`src/rtl/state_countdown.sv`:
```
//------------------------------------------------------------------------------
// Module   : state_countdown
// Purpose  : Countdown stage of the timer. It loads {min, sec} when its state
//            is entered, then counts down once per second to 00:00, with
//            pause/resume and a held finished flag.
// Options  : STATE_COUNTDOWN_BCD_OUT_EN - drive digitsOut as packed BCD
//            instead of raw binary.
// Revision : 1.0 - initial release
//------------------------------------------------------------------------------
`default_nettype none

module state_countdown #(
    parameter logic [2:0] stateID       = 3'd2,
    parameter int         TICKS_PER_SEC = 50000000
) (
    input  logic        clk,
    input  logic        rst_n,
    input  logic [2:0]  currentState,
    input  logic        toggle,
    input  logic [15:0] loadValue,
    output logic [15:0] digitsOut,
    output logic        running,
    output logic        finished
);

    localparam int c_PS_W = ($clog2(TICKS_PER_SEC) < 1) ? 1 : $clog2(TICKS_PER_SEC);
    localparam logic [c_PS_W-1:0] c_TICK_LAST = c_PS_W'(TICKS_PER_SEC - 1);
    localparam logic [7:0]        c_FIELD_MAX = 8'd59;

    logic [2:0]        r_prev_state;
    logic [7:0]        r_min;
    logic [7:0]        r_sec;
    logic [c_PS_W-1:0] r_prescaler;
    logic              r_running;
    logic              r_finished;

    logic              w_active;
    logic              w_entry;
    logic [7:0]        w_load_min;
    logic [7:0]        w_load_sec;
    logic              w_tick;
    logic [7:0]        w_dec_min;
    logic [7:0]        w_dec_sec;

    logic [7:0]        w_nxt_min;
    logic [7:0]        w_nxt_sec;
    logic [c_PS_W-1:0] w_nxt_prescaler;
    logic              w_nxt_running;
    logic              w_nxt_finished;

    assign w_active = (currentState == stateID);
    assign w_entry  = w_active && (r_prev_state != stateID);

    assign w_load_min = (loadValue[15:8] > c_FIELD_MAX) ? c_FIELD_MAX : loadValue[15:8];
    assign w_load_sec = (loadValue[7:0]  > c_FIELD_MAX) ? c_FIELD_MAX : loadValue[7:0];

    assign w_tick = w_active && !w_entry && r_running && (r_prescaler == c_TICK_LAST);

    // Borrow from minutes when seconds are exhausted; 00:00 never underflows.
    always_comb begin
        w_dec_min = r_min;
        w_dec_sec = r_sec;
        if (r_sec != 8'd0) begin
            w_dec_sec = r_sec - 8'd1;
        end else if (r_min != 8'd0) begin
            w_dec_min = r_min - 8'd1;
            w_dec_sec = c_FIELD_MAX;
        end
    end

    always_comb begin
        w_nxt_min       = r_min;
        w_nxt_sec       = r_sec;
        w_nxt_prescaler = r_prescaler;
        w_nxt_running   = r_running;
        w_nxt_finished  = r_finished;

        if (w_entry) begin
            w_nxt_min       = w_load_min;
            w_nxt_sec       = w_load_sec;
            w_nxt_prescaler = '0;
            if ((w_load_min == 8'd0) && (w_load_sec == 8'd0)) begin
                w_nxt_finished = 1'b1;
                w_nxt_running  = 1'b0;
            end else begin
                w_nxt_finished = 1'b0;
                w_nxt_running  = 1'b1;
            end
        end else if (w_active) begin
            if (r_running) begin
                w_nxt_prescaler = w_tick ? '0 : (r_prescaler + c_PS_W'(1));
            end
            if (toggle && !r_finished) begin
                w_nxt_running = ~r_running;
            end
            // Reaching zero overrides any toggle landing on the same edge.
            if (w_tick) begin
                w_nxt_min = w_dec_min;
                w_nxt_sec = w_dec_sec;
                if ((w_dec_min == 8'd0) && (w_dec_sec == 8'd0)) begin
                    w_nxt_finished = 1'b1;
                    w_nxt_running  = 1'b0;
                end
            end
        end else begin
            w_nxt_running = 1'b0;
        end
    end

    always_ff @(posedge clk or negedge rst_n) begin
        if (!rst_n) begin
            r_prev_state <= 3'd0;
            r_min        <= 8'd0;
            r_sec        <= 8'd0;
            r_prescaler  <= '0;
            r_running    <= 1'b0;
            r_finished   <= 1'b0;
        end else begin
            r_prev_state <= currentState;
            r_min        <= w_nxt_min;
            r_sec        <= w_nxt_sec;
            r_prescaler  <= w_nxt_prescaler;
            r_running    <= w_nxt_running;
            r_finished   <= w_nxt_finished;
        end
    end

    assign running  = r_running;
    assign finished = r_finished;

`ifdef STATE_COUNTDOWN_BCD_OUT_EN
    // Fields never exceed 59, so a compare ladder for the tens digit suffices.
    function automatic logic [7:0] to_bcd(input logic [7:0] v);
        logic [3:0] tens;
        logic [7:0] rem;
        if (v >= 8'd50) begin
            tens = 4'd5; rem = v - 8'd50;
        end else if (v >= 8'd40) begin
            tens = 4'd4; rem = v - 8'd40;
        end else if (v >= 8'd30) begin
            tens = 4'd3; rem = v - 8'd30;
        end else if (v >= 8'd20) begin
            tens = 4'd2; rem = v - 8'd20;
        end else if (v >= 8'd10) begin
            tens = 4'd1; rem = v - 8'd10;
        end else begin
            tens = 4'd0; rem = v;
        end
        return {tens, rem[3:0]};
    endfunction

    assign digitsOut = {to_bcd(r_min), to_bcd(r_sec)};
`else
    assign digitsOut = {r_min, r_sec};
`endif

endmodule

`default_nettype wire

```
`config.mk`:
```
export PLATFORM = sky130hd
export DESIGN_NAME = state_countdown
export DESIGN_NICKNAME = d
export VERILOG_FILES = /design/src/rtl/state_countdown.sv
export SDC_FILE = /design/constraint.sdc
export NUM_CORES = 1
export LEC_CHECK = 0
export ABC_AREA = 1
export CORE_ASPECT_RATIO = 1.75
export CORE_MARGIN = 1.5
export CORE_UTILIZATION = 56
export CTS_CLUSTER_DIAMETER = 120
export DETAILED_ROUTE_END_ITERATION = 7
export GPL_TIMING_DRIVEN = 0
export HOLD_SLACK_MARGIN = 0.12
export PLACE_DENSITY = 0.92
export SLEW_MARGIN = 20
export SYNTH_ARGS = -nofsm -noshare
export SYNTH_HDL_FRONTEND = slang
export SYNTH_SLANG_ARGS = --single-unit
```
`constraint.sdc`:
```
create_clock -name clk -period 2 [get_ports clk]
set_input_delay 0.3 -clock clk [delete_from_list [all_inputs] [get_ports clk]]
set_output_delay 0.3 -clock clk [all_outputs]
set_load 0.005 [all_outputs]
```
==> results of run 1 <==
[worst max-delay path by stage]
stage               cells after the start            startpoint                           to
global placement                        1                 rst_n  r_prescaler[13]$_DFFE_PN0P_
detailed placement                     10       currentState[1]  r_prescaler[11]$_DFFE_PN0P_
CTS                                    12  r_sec[1]$_DFFE_PN0P_            running$_DFF_PN0_
floorplan                              12  r_sec[0]$_DFFE_PN0P_            running$_DFF_PN0_
finish                                 12  r_sec[1]$_DFFE_PN0P_         finished$_DFFE_PN0P_
global route                           13  r_sec[1]$_DFFE_PN0P_            running$_DFF_PN0_
[report_power, final]
group          switching, uW  internal (uW)
registers                138           1050
clock network            349            405
logic                    790            640
[cells by family (layout without fill, tap and decap cells)]
group	Yosys count	count (layout)	share of synthesized area, %
compound gates	50	50	9.49
xor+xnor	16	16	4.49
fa+ha+maj	4	4	1.60
buf+inv	66	131	9.45
flops	47	47	37.6
mux	1	1	0.320
simple gates	242	243	37.0
[registers in the layout (all words and copies together), names as in the netlist]
register      cells
finished          1
running           1
r_sec             8
r_prev_state      3
r_min             8
r_prescaler      26
[final cells by class]
class | count | area, um2 | area share, %
multi-input combinational | 314 | 1780 | 44.4
tap | 74 | 92.6 | 2.31
buffer | 10 | 97.6 | 2.43
clock buffer | 6 | 82.6 | 2.06
timing repair buffer | 57 | 533 | 13.3
sequential | 47 | 1180 | 29.3
clock inverter | 2 | 35.0 | 0.873
inverter | 56 | 214 | 5.33
[metal layers]
metal	global-route usage [%]	up-vias	share of wire [%]
met1	30.6	1543	35
met5	0	-	0
met4	20.1	0	6.3
met2	53.9	200	54
li1	-	1513	-
met3	3.29	56	5.5
[cells in the mapped netlist]
master	instances	area (um2)
clkinv_1	1	3.75
xor2_1	15	131
o21ai_1	2	10.0
o22ai_1	2	12.5
nor4_1	3	18.8
nor3_1	12	60.1
a221oi_1	2	17.5
inv_1	46	173
nor2_8	3	60.1
mux2i_1	1	10.0
xnor2_1	1	8.76
buf_4	1	7.51
nor3b_1	2	15.0
nor2_1	60	225
clkinv_2	1	5.00
a211oi_1	2	15.0
dfrtp_1	47	1180
nand4_1	8	50.1
buf_6	5	56.3
a21oi_1	15	75.1
nor4b_1	1	8.76
nand2_1	93	349
nand3_2	4	40.0
ha_1	4	50.1
or2_2	1	6.26
nand3_1	37	185
nor3_2	2	20.0
o21ai_0	16	80.1
nand2_2	5	31.3
o21a_1	1	7.51
a22oi_1	1	7.51
nor2_4	3	33.8
a21oi_2	2	17.5
o211ai_1	4	30.0
o221ai_1	2	17.5
inv_2	8	30.0
nor2_2	6	37.5
a31oi_1	1	6.26
buf_2	4	20.0
nand3b_1	2	15.0
[what timing repair did]
item                       4_1_cts  5_1_grt
hold buffers                     1        0
pin swaps                        2       11
hold endpoints to repair        14        0
setup buffers                    3       12
resized for setup                5       31
setup endpoints to repair       12       29
cloned                           0        2
[metrics by stage]
step / cells / hold slack (ps) / cell area (um2) / setup WS [ps] / power (uW)
final: 566 / 434 / 4010 / -75.3 / 3370
after detailed placement: 540 / 240 / 3620 / -410 / 2330
after global routing: 566 / 467 / 4010 / -218 / 3540
after global placement: 539 / 488 / 3610 / -695 / 2290
after floorplan: 426 / 4.41 / 3120 / 154 / 1890
after CTS: 552 / 448 / 3790 / 7.42 / 3100
==> impl_metrics.ini, run 1 <==
[logic_synthesis]
synth_warnings = 0
ys_ff_latch = 47
avgSynthCellArea_um2 = 7.33
synthesis.area_um2 = 3120
synth_cells = 426
yosysSeqAreaShare_pct = 37.6
ys_types = 40
synth_nets = 452

[setup_path]
worst_path_largest_cell_delay_ps = 420
path_class = register to register
path_cells = inv_2 > ha_4 > nand3_4 > nor2_8 > inv_4 > nand2_1 > nand2_1 > nor2_2 > nand2_1 > nor2_2 > nand3_2 > a21oi_2
cp_top_family = simple AND/OR/NAND/NOR gates
r2r-start = r_sec[1]$_DFFE_PN0P_
cp_data_arrival_time_ps = 2320
critPathMostFrequentCell = nand2_1
cp.buffers_inverters = 2
reg2reg_slack_ps = -80
r2r_end = finished$_DFFE_PN0P_
end_kind = register
cp_data_required_time_ps = 2240
r2r_cells = 12
slowest_stage = dfrtp_1
cp-start-kind = register
critPathMaxFanout = 8

[final_layout]
area_delta_synth_final_pct = 28.4
final_core_util_pct = 75.1
nNetsFinal = 517
final_common_cell = nand2_1
drive_gt1_share_pct = 18.3
diodes = 0
most-common-layout-cells = 90 x nand2_1, 56 x nor2_1, 47 x dfrtp_1
fill_cells = 393

[clock_tree]
cts_buffer_depth = 2
cts_buffers = 5
clkSlewWorstSetupHoldPaths_ps = 100
cts_root_buf = clkbuf_8
insertion_delay_ps = 310
htree_num_levels = 2
clkSinkCount = 47
cts_tree = built

[drt]
wl_mm = 9.44
drcViolationCount = 1
viasPerCell = 5.85
drtAntennaViolNets = 0
dr.pass1.iters = 8
vias = 3312
wire_per_inst_um = 16.7
drtIter0Drc = 389

[power_and_ir_drop]
power_density_nw_per_um2 = 841
vdd_drop_max_uv = 560
leakage_uw = 0.00187

[global_routing]
grt_max_degree = 34
grt_pass1_vias = 3117
antenna_found_initial = 0
grt_pass1_wl_mm = 13.6
grt_overflow = 0
gr-usage-all-layers_pct = 29.7

[timing]
setup_tns_ps = -140
setup_viol = 2
skew_ps = 8.95
finalCritPeriodShare_pct = 104
maxSlewViolCount = 0
rsz0062_at_grt = true
finalHoldViolations = 0
fin_crit_ps = 2080
worst_slew_pin_slew_ps = 423
fmax_ghz = 0.482
setup_ws_ps = -75.3
slew_headroom_pct = 71.5

[die]
dieArea_um2 = 6050
die_h_um = 102
start_util_pct = 58.5
pin_count = 40
die_x_um = 59.5
core_area_um2 = 5340
row_count = 35

[run]
max_cap_violations = 0

[outcome]
status = complete, but fails checks
violations = DRC, setup timing

[placement]
hpwl_mm = 6.35
routabilityCongestion = 0.946
buffer_ports.inserted = 39

[min_path]
hold_path_class = input pin to asynchronous set/reset pin
(Power assumes the default switching activity.)
==> run 2: changes to the inputs <==
Settings changed: CTS_CLUSTER_SIZE set to 8.
==> results of run 2 <==
No change in the layout: final DEF, timing and power equal those of run 1.
==> run 3: changes to the inputs <==
Settings changed: CORE_UTILIZATION 56 to 50, PLACE_DENSITY 0.92 to 0.84, SLEW_MARGIN 20 to unset.
==> run 3 against run 2 <==
Against the previous run: the flow now finishes without violations; non-clock buffer count down 5; cell count down 0.35%; count of clock-buffer cells in the layout up 2; worst setup slack better by 110 ps; core utilization down 8.2 points; largest cell class unchanged; highest routed layer unchanged.
==> impl_metrics.ini, run 3 (synthesis results as in run 1) <==
[die]
pin_count = 40
start_util_pct = 52.3
core_area_um2 = 5970
die_h_um = 108
row_count = 37
dieArea_um2 = 6750
die_x_um = 62.8

[timing]
skew_ps = 10.9
maxSlewViolCount = 0
worst_slew_pin_slew_ps = 439
finalHoldViolations = 0
fin_crit_ps = 1970
setup_tns_ps = 0
slew_headroom_pct = 70.4
setup_viol = 0
fmax_ghz = 0.509
finalCritPeriodShare_pct = 98.3

[final_layout]
drive_gt1_share_pct = 17.9
fill_cells = 480
multi_input_area_um2 = 1770
largest_reg_flops = 26
seqCellArea_um2 = 1180
nNetsFinal = 511
final_cell_area_um2 = 3990
top_regs = r_prescaler (26), r_min (8), r_sec (8)
area_delta_synth_final_pct = 27.8
most-common-layout-cells = 90 x nand2_1, 56 x nor2_1, 46 x dfrtp_1
regMostFlops = r_prescaler
diodes = 0
final_common_cell = nand2_1

[clock_tree]
cts_buffers = 5
htree_num_levels = 2
cts_root_buf = clkbuf_8
insertion_delay_ps = 310
clkSinkCount = 47
cts_buffer_depth = 2
clkSlewWorstSetupHoldPaths_ps = 90
cts_tree = built

[setup_path]
cp_top_family = simple AND/OR/NAND/NOR gates
end_kind = register
cp_data_arrival_time_ps = 2200
path_class = register to register
path_cells = inv_2 > ha_4 > nand3_4 > nor2_8 > nand2_2 > nand2_1 > nand2_1 > nor2_1 > nand2_1 > nor2_2 > nand3_2 > a21oi_2
cp.buffers_inverters = 1
cp_data_required_time_ps = 2240
worst_path_largest_cell_delay_ps = 410
critPathMaxFanout = 8
slowest_stage = dfrtp_1
cp-start-kind = register
critPathMostFrequentCell = nand2_1

[drt]
drtAntennaViolNets = 0
wire_per_inst_um = 15.8
viasPerCell = 5.62
drtIter0Drc = 211
wl_mm = 8.92
dr.pass1.iters = 5
drcViolationCount = 0
vias = 3171

[power_and_ir_drop]
leakage_uw = 0.00183
power_density_nw_per_um2 = 791
vdd_drop_max_uv = 511

[global_routing]
grt_pass1_vias = 3180
antenna_found_initial = 0
gr-usage-all-layers_pct = 26.0
grt_overflow = 0
grt_pass1_wl_mm = 13.7
grt_max_degree = 40

[run]
max_cap_violations = 0

[placement]
place_area_um2 = 3630
buffer_ports.inserted = 39
routabilityCongestion = 1.00
hpwl_mm = 6.23

[min_path]
hold_path_class = input pin to asynchronous set/reset pin

[outcome]
status = complete, no violations
==> run 3: cell count changes in the layout (fill, tap and decap cells not counted), moves of 2 or more <==
cell,previous run,this run
nand2_2,5,7
nand2_4,3,1
o21ai_1,3,1
buf_4,16,9
nor2_4,8,6
clkbuf_16,0,2
clkinv_2,2,0
==> run 3: per-layer routing <==
layer	up-vias	wire [um]	GRT usage [%]	part of all wire, %
met4	0	550	16.8	6.2
met3	46	482	4.29	5.4
met2	148	4850	50.8	54
li1	1497	-	-	-
met1	1480	3040	24.4	34
met5	-	0	0	0
==> run 3: final cells by class <==
class | instances | share of cell area (%)
buffer | 10 | 2.44
inverter | 56 | 5.39
multi-input combinational | 313 | 44.4
tap | 78 | 2.44
sequential | 47 | 29.5
timing repair buffer | 52 | 13.3
clock buffer | 8 | 2.51
==> run 3: final timing paths <==
path                                            startpoint                          end  slack (ps)  depth (start not counted)
worst max-delay path                  r_sec[1]$_DFFE_PN0P_         finished$_DFFE_PN0P_          30                         12
worst min-delay path                                 rst_n         r_sec[6]$_DFFE_PN0P_         370                          2
worst max register to register        r_sec[1]$_DFFE_PN0P_         finished$_DFFE_PN0P_          30                         12
worst min register to register  r_prescaler[0]$_DFFE_PN0P_   r_prescaler[0]$_DFFE_PN0P_         510                          1
max in group asynchronous                            rst_n  r_prescaler[10]$_DFFE_PN0P_        1130                          3
min in group clk                           currentState[0]    r_prev_state[0]$_DFF_PN0_         460                          1
==> run 3: repair_timing <==
item	4_1_cts	5_1_grt
resized for setup	4	34
cloned	0	3
setup endpoints to repair	5	38
buffers inserted	1	7
pin swaps	1	11
hold endpoints to repair	8	0
hold buffers	1	0
==> run 3: power breakdown <==
group	internal [uW]	total [uW]	switching, uW
clock network	316	647	331
logic	587	1320	731
registers	1050	1190	142
total	1960	3160	1200
==> run 3: per-stage QoR <==
| step | total power [uW] | setup WS, ps | util, % | hold slack [ps] | std cells |
|---|---|---|---|---|---|
| after floorplan | 1890 | 154 | - | 4.41 | 426 |
| after global placement | 2290 | -709 | 60.5 | 489 | 543 |
| after detailed placement | 2320 | -437 | 60.7 | 177 | 544 |
| after CTS | 3000 | 2.36 | 63.0 | 372 | 554 |
| after global routing | 3350 | -80.5 | 66.9 | 383 | 564 |
| final | 3160 | 34.6 | 66.9 | 369 | 564 |
